[src/rtl/div_pkg.sv]
// Shared constants and FSM encoding for the divider issue controller.
package div_pkg;

  localparam int DIV_W       = 4;
  localparam int DIV_DEPTH   = 4;
  localparam int DIV_TIMEOUT = 64;
  localparam int DIV_TO_W    = $clog2(DIV_TIMEOUT);

  typedef enum logic [1:0] {
    IDLE  = 2'd0,
    ISSUE = 2'd1,
    WAIT  = 2'd2,
    HOLD  = 2'd3
  } state_e;

endpackage

[src/rtl/div_op_fifo.sv]
// Operand-pair FIFO with show-ahead head; push and pop may coincide even when full.
module div_op_fifo #(
  parameter int DW    = 8,
  parameter int DEPTH = 4
) (
  input  logic          CLK,
  input  logic          RST,
  input  logic          push,
  input  logic [DW-1:0] wdata,
  input  logic          pop,
  output logic [DW-1:0] rdata,
  output logic          full,
  output logic          empty
);

  localparam int AW = $clog2(DEPTH);

  logic [DW-1:0] mem_q [DEPTH];
  logic [AW-1:0] wr_ptr_q;
  logic [AW-1:0] rd_ptr_q;
  logic [AW:0]   cnt_q;
  logic          do_push;
  logic          do_pop;

  assign full    = (cnt_q == (AW+1)'(DEPTH));
  assign empty   = (cnt_q == '0);
  assign do_pop  = pop & ~empty;
  assign do_push = push & (~full | do_pop);
  assign rdata   = mem_q[rd_ptr_q];

  always_ff @(posedge CLK) begin
    if (do_push) mem_q[wr_ptr_q] <= wdata;
  end

  // Pointers are exactly log2(DEPTH) bits, so wrap is implicit.
  always_ff @(posedge CLK) begin
    if (RST) begin
      wr_ptr_q <= '0;
      rd_ptr_q <= '0;
      cnt_q    <= '0;
    end else begin
      if (do_push) wr_ptr_q <= wr_ptr_q + 1'b1;
      if (do_pop)  rd_ptr_q <= rd_ptr_q + 1'b1;
      case ({do_push, do_pop})
        2'b10:   cnt_q <= cnt_q + 1'b1;
        2'b01:   cnt_q <= cnt_q - 1'b1;
        default: cnt_q <= cnt_q;
      endcase
    end
  end

endmodule

[src/rtl/div_issue_ctrl.sv]
// Feeds queued operand pairs to the sequential divider one at a time and returns
// results in order on a valid/ready port, aborting any op that never completes.
module div_issue_ctrl import div_pkg::*; #(
  parameter int W       = DIV_W,
  parameter int DEPTH   = DIV_DEPTH,
  parameter int TIMEOUT = DIV_TIMEOUT
) (
  input  logic         CLK,
  input  logic         RST,
  input  logic         in_valid,
  output logic         in_ready,
  input  logic [W-1:0] in_x,
  input  logic [W-1:0] in_y,
  output logic         div_go,
  output logic [W-1:0] div_x,
  output logic [W-1:0] div_y,
  input  logic         div_done,
  input  logic         div_error,
  input  logic [W-1:0] div_q,
  input  logic [W-1:0] div_r,
  output logic         out_valid,
  input  logic         out_ready,
  output logic [W-1:0] out_q,
  output logic [W-1:0] out_r,
  output logic         out_error,
  output logic         out_timeout,
  output logic         busy
);

  localparam int CW = (TIMEOUT > 2) ? $clog2(TIMEOUT) : 1;

  state_e         state_q;
  logic           div_go_q;
  logic [W-1:0]   div_x_q;
  logic [W-1:0]   div_y_q;
  logic           out_valid_q;
  logic [W-1:0]   out_q_q;
  logic [W-1:0]   out_r_q;
  logic           out_error_q;
  logic           out_timeout_q;
  logic           done_d_q;
  logic [CW-1:0]  cnt_q;

  logic           fifo_full;
  logic           fifo_empty;
  logic           fifo_push;
  logic           fifo_pop;
  logic [2*W-1:0] fifo_head;
  logic           done_rise;

  assign in_ready  = ~fifo_full;
  assign fifo_push = in_valid & ~fifo_full;
  assign fifo_pop  = ~fifo_empty &
                     ((state_q == IDLE) | ((state_q == HOLD) & out_ready));
  // Only a fresh rising edge counts, so a done level left over from the last op is ignored.
  assign done_rise = div_done & ~done_d_q;
  assign busy      = (state_q != IDLE) | ~fifo_empty;

  assign div_go      = div_go_q;
  assign div_x       = div_x_q;
  assign div_y       = div_y_q;
  assign out_valid   = out_valid_q;
  assign out_q       = out_q_q;
  assign out_r       = out_r_q;
  assign out_error   = out_error_q;
  assign out_timeout = out_timeout_q;

  div_op_fifo #(
    .DW    (2 * W),
    .DEPTH (DEPTH)
  ) u_fifo (
    .CLK   (CLK),
    .RST   (RST),
    .push  (fifo_push),
    .wdata ({in_x, in_y}),
    .pop   (fifo_pop),
    .rdata (fifo_head),
    .full  (fifo_full),
    .empty (fifo_empty)
  );

  always_ff @(posedge CLK) begin
    if (RST) begin
      state_q       <= IDLE;
      div_go_q      <= 1'b0;
      div_x_q       <= '0;
      div_y_q       <= '0;
      out_valid_q   <= 1'b0;
      out_q_q       <= '0;
      out_r_q       <= '0;
      out_error_q   <= 1'b0;
      out_timeout_q <= 1'b0;
      done_d_q      <= 1'b0;
      cnt_q         <= '0;
    end else begin
      done_d_q <= div_done;
      div_go_q <= 1'b0;
      case (state_q)
        IDLE: begin
          if (!fifo_empty) begin
            div_x_q  <= fifo_head[2*W-1:W];
            div_y_q  <= fifo_head[W-1:0];
            div_go_q <= 1'b1;
            state_q  <= ISSUE;
          end
        end
        ISSUE: begin
          cnt_q   <= '0;
          state_q <= WAIT;
        end
        WAIT: begin
          cnt_q <= cnt_q + 1'b1;
          if (done_rise) begin
            out_q_q       <= div_q;
            out_r_q       <= div_r;
            out_error_q   <= div_error;
            out_timeout_q <= 1'b0;
            out_valid_q   <= 1'b1;
            state_q       <= HOLD;
          end else if (cnt_q == CW'(TIMEOUT - 1)) begin
            out_q_q       <= '0;
            out_r_q       <= '0;
            out_error_q   <= 1'b0;
            out_timeout_q <= 1'b1;
            out_valid_q   <= 1'b1;
            state_q       <= HOLD;
          end
        end
        HOLD: begin
          if (out_ready) begin
            out_valid_q <= 1'b0;
            if (!fifo_empty) begin
              div_x_q  <= fifo_head[2*W-1:W];
              div_y_q  <= fifo_head[W-1:0];
              div_go_q <= 1'b1;
              state_q  <= ISSUE;
            end else begin
              state_q <= IDLE;
            end
          end
        end
        default: state_q <= IDLE;
      endcase
    end
  end

endmodule

[config.mk]
export PLATFORM = sky130hd
export DESIGN_NAME = div_issue_ctrl
export DESIGN_NICKNAME = d
export VERILOG_FILES = /design/src/rtl/div_pkg.sv /design/src/rtl/div_op_fifo.sv /design/src/rtl/div_issue_ctrl.sv
export SDC_FILE = /design/constraint.sdc
export NUM_CORES = 1
export LEC_CHECK = 0
export ABC_AREA = 1
export CORE_MARGIN = 3
export CORE_UTILIZATION = 53
export DETAILED_ROUTE_END_ITERATION = 6
export PLACE_DENSITY = 0.78
export SYNTH_ARGS = -nofsm -noshare
export SYNTH_HDL_FRONTEND = slang
export SYNTH_HIERARCHICAL = 1
export SYNTH_SLANG_ARGS = --single-unit
[constraint.sdc]
create_clock -name CLK -period 2.7 [get_ports CLK]
set_input_delay 0.27 -clock CLK [delete_from_list [all_inputs] [get_ports CLK]]
set_output_delay 0.27 -clock CLK [all_outputs]
set_load 0.005 [all_outputs]
[Word-level counts from Yosys, hierarchy flattened]
Memories as Yosys holds them, arrays and structs flattened. A register that Yosys moved wholly into a read port is not among the register bits.
Cells that the tools add are included.
Word-level totals
  register bits: 36
  bits in writable memories: 32
  bits of input ports: 22
  output and inout port bits: 22
  logic and storage cells: 85
  memories: 1
Memory list
  u_fifo.mem_q: words 4, bits a word 8, read ports 1, clocked after Yosys merged registers in 1, write ports 1, RTL line div_op_fifo.sv:18  | logic [DW-1:0] mem_q [DEPTH];
Cells by class
  $add $sub $neg: 5
  equality and inequality tests: 10
  multiplexer cells: 31
  bitwise gates (word level): 12
  reduce and logical (&&, ||, !) cells: 12
Operators with widths (number)
  $mux 4: 7
  $pmux 4 s2: 2
  $mux 2: 6
  $pmux 6 s2: 1
  $reduce_bool 2->1: 6
  $mux 1: 11
  $pmux 2 s4: 1
  $add 6x1->6 const B: 1
  $and 1x1->1: 6
  $eq 2x2->1 const B: 3
  $eq 6x6->1 const B: 1
  $pmux 3 s2: 1
  $reduce_and 3->1: 2
  $add 2x1->2 const B: 2
  $eq 2x1->1 const B: 2
  $ne 2x2->1 const B: 2
  $pmux 1 s2: 2
  $reduce_and 2->1: 2
  $add 3x1->3 const B: 1
  $eq 3x3->1 const B: 1
  $logic_not 3->1: 1
  $ne 3x3->1 const B: 1
  $not 1->1: 3
  $or 1x1->1: 3
  2 further kinds: 2

[Depth between registers and ports, before layout]
  depth in word-level cells: 9
  mapped depth: 13
  depth with buffers taken out: 13

[Cells and area by module]
The synthesis kept the hierarchy.
Modules (own cells, without submodules)
  div_op_fifo: times used 1, cells each 140, area each 1662.8 um2
  div_issue_ctrl: times used 1, cells each 164, area each 1265.0 um2

[Least setup slack after synthesis]
OpenSTA, ideal clock, no wires.
  path kind: register -> register
  start point: register state_q[0]
  end point: register u_fifo.cnt_q[2]
  data arrival time: 1767 ps
  required time: 2585 ps
  setup slack: 818 ps
  cell stages (with the launch flop): 11
  buffers on the path: 0
  cell sequence: dfxtp_1 -> inv_1 -> ha_1 -> o21ai_0 -> inv_1 -> nand3_1 -> fa_1 -> inv_1 -> nand4_1 -> a21oi_1 -> nor2_1
Between the ends
  longest elaborated chain between the ends: 9
RTL lines
  start: declaration: RTL line div_issue_ctrl.sv:32  | state_e state_q;
  start signal: assignment: RTL line div_issue_ctrl.sv:84  | state_q <= IDLE;
  start signal: assignment: RTL line div_issue_ctrl.sv:104  | state_q <= ISSUE;
  start signal: assignment: RTL line div_issue_ctrl.sv:109  | state_q <= WAIT;
  $eq 2x2->1: RTL line div_issue_ctrl.sv:54  | ((state_q == IDLE) | ((state_q == HOLD) & out_ready));
  $and 1x1->1: RTL line div_issue_ctrl.sv:54
  $or 1x1->1 *: RTL line div_issue_ctrl.sv:54
  $and 1x1->1 *: RTL line div_issue_ctrl.sv:53  | assign fifo_pop = ~fifo_empty &
  net fifo_pop: RTL line div_issue_ctrl.sv:47  | logic fifo_pop;
  $and 1x1->1 *: RTL line div_op_fifo.sv:27  | assign do_pop = pop & ~empty;
  $or 1x1->1: RTL line div_op_fifo.sv:28  | assign do_push = push & (~full | do_pop);
  $and 1x1->1: RTL line div_op_fifo.sv:28
  $eq 2x1->1 / $eq 2x2->1 (equally long branches): RTL line div_op_fifo.sv:44  | case ({do_push, do_pop})
  $pmux 3 s2 / $reduce_bool 2->1 (equally long branches)
  end signal: assignment: RTL line div_op_fifo.sv:45  | 2'b10: cnt_q <= cnt_q + 1'b1;
  end signal: assignment: RTL line div_op_fifo.sv:46  | 2'b01: cnt_q <= cnt_q - 1'b1;
  end signal: assignment: RTL line div_op_fifo.sv:47  | default: cnt_q <= cnt_q;
  end: declaration: RTL line div_op_fifo.sv:21  | logic [AW:0] cnt_q;
Mark *: on every way through the listed nets, which the timed path passes. The rest lies on a longest branch.
A chain may end at the register's enable or synchronous reset.

[Final worst setup path]
Ends and elaborated chain as after synthesis.

==> implementation parameters <==
Parameter                              Value

Place
  Placed Area    3433 um2
  Placer Congestion    0.7878
  I/O Buffers    43
  Number of placed instances, taps included    414
  HPWL after DPL    4058 um

Die
  Placement row count    26
  Top-level I/O count    44
  Total Die Area    6452 um2
  Core footprint    5238 um2
  Die span in y    80.33 um
  Starting density of the core    55.90%
  Horizontal die dimension    80.33 um

Timing
  Max-slew violations    0
  Final period util    79.26%
  Setup repair after global routing missed its margin    false
  Final worst path period need    2.140 ns
  Post-Route Skew    0.007117 ns
  Number of setup violations in the final report    0
  Total negative setup slack    0 ns
  Minimum hold slack    0.4653 ns
  Transition time of the tightest slew-check pin    0.5810 ns
  Relative slew slack    61.12%
  Number of hold violations in the final report    0
  Max frequency    467.3 MHz

Hold path
  Worst hold start    out_r[0]
  WHS Endpoint    out_r[0]
  Type of the worst min-delay path    flop to flop
  Worst hold path depth    2

CTS
  TritonCTS buffer count    9
  Buffers from clock root to sink, at most    2
  Clock latency on the worst-skew pair    0.34 ns
  Setup bufs post-CTS    0
  Post-cts repair resize count    0
  Root Driver    sky130_fd_sc_hd__clkbuf_8
  CTS tree    yes
  H-tree levels    3
  Hold_buf cts    0
  Clock sink total    70
  Clock transition at path regs    0.07 ns

Logic synthesis
  Sequential-to-total area share from yosys stat    58.80%
  Most frequent cells after synthesis    46 x sky130_fd_sc_hd__nor2_1, 38 x sky130_fd_sc_hd__dfxtp_1, 37 x sky130_fd_sc_hd__nand2_1
  Synth area leaders    sky130_fd_sc_hd__edfxtp_1 33%, sky130_fd_sc_hd__dfxtp_1 26%, sky130_fd_sc_hd__nor2_1 5.9%
  Syn Inst Count    304
  Seq cells post-synth    70
  Syn nets    336
  Post-Synthesis Mean Instance Area    9.631 um2
  Number of unique standard cell types used by synthesis    32
  Leading cell type by number of instances after synthesis    sky130_fd_sc_hd__nor2_1
  Commonest register cell after synthesis    sky130_fd_sc_hd__dfxtp_1
  Post-synth ARST share    0%
  Share of the synthesized area in the top cell type    32.82%
  Post-Syn Area    2928 um2
  Yosys Warn Count    6
  Cell type with the highest aggregate area in the netlist    sky130_fd_sc_hd__edfxtp_1
  EDFF count, synth    32

Cells and area
  Final Instance Area    3695 um2
  Final instance count without filler cells    430
  Number of inserted diodes    0
  Register area    1722 um2
  Total area of multi-input combinational cells    1032 um2
  Fill cell instance count of the final layout    407
  Fraction of final layout cells with drive strength greater than 1    10.00%
  Final layout net count    387
  Area Overhead vs Synth    26.20%

Pwr
  Switching power    0.001194 W
  Cell area power density    990.6 nW/um2
  Combinational power share    32.1%
  Internal portion of total power    0.002466 W
  Share of power burned in the clock network    29.7%
  Sw frac    32.62%
  Leakage component of the power    1.433 nW
  Power share of the sequential group    38.1%
  Peak VDD IR    0.7395 mV

Detailed routing
  Mean number of vias per cell    5.084
  Number of DRC violations after detailed routing    0
  First drt pass iteration count    4
  Wirelength, routed    5550 um
  Remaining antenna violation count after routing    0
  Routed length per placed instance    12.91 um
  Count of routing violations after the opening detailed-route iteration    136
  Via total after detailed routing    2186

Setup path
  Startpoint types    flop
  Register-to-Register Path Depth    10
  Setup slack, reg-to-reg    0.56 ns
  Endpoint class of the critical path    flop
  Largest fanout of any net on the critical path    6
  Worst flop-to-flop path endpoint    u_fifo/cnt_q[2]
  Critical path class    flop to flop
  Arrival time worst endpoint    2.38 ns
  Reg-to-Reg Start    state_q[0]
  Worst endpoint required time    2.94 ns

GRT
  Vias in the first global route    2072
  Overall global routing resource usage    19.61%
  Total gr overflow    0
  Wire length of the first global-routing pass    9577 um
  Largest net degree at the start of global routing    19
  Number of antenna violations at the first check in global routing    0

Outcome
  Run status    finished, final reports clean

Run
  Maxcap violations    0
routing by layer:
metal	vias up	wire length [um]	GRT usage, %
li1	1124	-	-
met1	1011	2661	26.96
met2	46	2526	28.73
met3	5	294	6.054
met4	0	68	8.108
met5	-	0	0
power groups by stage:
stage	Combinational [W]	Sequential, W	Clock (W)
after floorplan	0.000825	0.00140	0
after global placement	0.00114	0.00141	0
after detailed placement	0.00117	0.00142	0
after CTS	0.00118	0.00139	0.00111
after global routing	0.00135	0.00141	0.00115
final	0.00118	0.00140	0.00109
layout make-up:
| class | count | area share (%) |
|---|---|---|
| Clock buffer | 10 | 3.454 |
| Clock inverter | 6 | 3.623 |
| Inverter | 35 | 3.556 |
| Multi-Input combinational cell | 192 | 27.94 |
| Sequential cell | 70 | 46.60 |
| Tap cell | 70 | 2.370 |
| Timing Repair Buffer | 47 | 12.46 |
sequential cells by signal, summed over array words and instances, names as in the netlist, named ones only:
register,count
u_fifo/cnt_q,3
u_fifo/rd_ptr_q,2
u_fifo/mem_q,32
done_d_q,1
out_timeout,1
out_error,1
out_q,4
div_y,4
cnt_q,6
out_r,4
div_x,4
state_q,2
out_valid,1
div_go,1
u_fifo/wr_ptr_q,2
worst max path at each step:
stage	from	endpoint	slack [ns]	cells past startpoint
4_1_cts	state_q[0]	u_fifo/cnt_q[2]	0.56	10
6_report	state_q[0]	u_fifo/cnt_q[2]	0.56	10
2_1_floorplan	state_q[0]	u_fifo/cnt_q[2]	0.82	10
3_5_place_dp	out_ready	u_fifo/cnt_q[2]	0.42	11
3_3_place_gp	out_ready	u_fifo/cnt_q[2]	0.50	11
5_1_grt	state_q[1]	u_fifo/cnt_q[2]	0.28	12
cell usage in the layout, fill, tap and decap left out, types with 2 or more instances in the layout:
| cell type | instances |
|---|---|
| sky130_fd_sc_hd__nand4_1 | 2 |
| sky130_fd_sc_hd__nor2_2 | 3 |
| sky130_fd_sc_hd__clkdlybuf4s50_1 | 43 |
| sky130_fd_sc_hd__buf_4 | 4 |
| sky130_fd_sc_hd__nor2_1 | 46 |
| sky130_fd_sc_hd__o22ai_1 | 8 |
| sky130_fd_sc_hd__edfxtp_1 | 32 |
| sky130_fd_sc_hd__clkbuf_8 | 9 |
| sky130_fd_sc_hd__o21ai_1 | 3 |
| sky130_fd_sc_hd__nand3_1 | 7 |
| sky130_fd_sc_hd__dfxtp_1 | 38 |
| sky130_fd_sc_hd__inv_1 | 34 |
| sky130_fd_sc_hd__nand2_2 | 6 |
| sky130_fd_sc_hd__nor3_1 | 5 |
| sky130_fd_sc_hd__nand3_2 | 2 |
| sky130_fd_sc_hd__a21oi_1 | 26 |
| sky130_fd_sc_hd__ha_1 | 9 |
| sky130_fd_sc_hd__o21ai_0 | 28 |
| sky130_fd_sc_hd__bufinv_16 | 4 |
| sky130_fd_sc_hd__nand2_1 | 37 |
logic make-up after synthesis:
group	share of synthesized area (%)
simple gates	17.95
flops	58.80
compound gates	12.78
buf+inv	5.940
fa+ha+maj	4.530
worst max-delay path: stages (launching register included):
cell and delay [ns]:
sky130_fd_sc_hd__dfxtp_1 0.32, sky130_fd_sc_hd__inv_1 0.17, sky130_fd_sc_hd__ha_1 0.23, sky130_fd_sc_hd__o21ai_0 0.12
sky130_fd_sc_hd__inv_1 0.20, sky130_fd_sc_hd__nand3_1 0.20, sky130_fd_sc_hd__fa_1 0.43, sky130_fd_sc_hd__inv_1 0.07
sky130_fd_sc_hd__nand4_1 0.11, sky130_fd_sc_hd__a21oi_1 0.15, sky130_fd_sc_hd__nor2_1 0.05
per-stage QoR:
step	setup WS (ns)	util, %	power (W)
final	0.5600	70.54	0.003660
after floorplan	0.8180	-	0.002230
after global routing	0.2796	70.54	0.003917
after global placement	0.4968	65.55	0.002551
after CTS	0.5568	70.54	0.003684
after detailed placement	0.4244	65.55	0.002592
(Power assumes the default switching activity.)
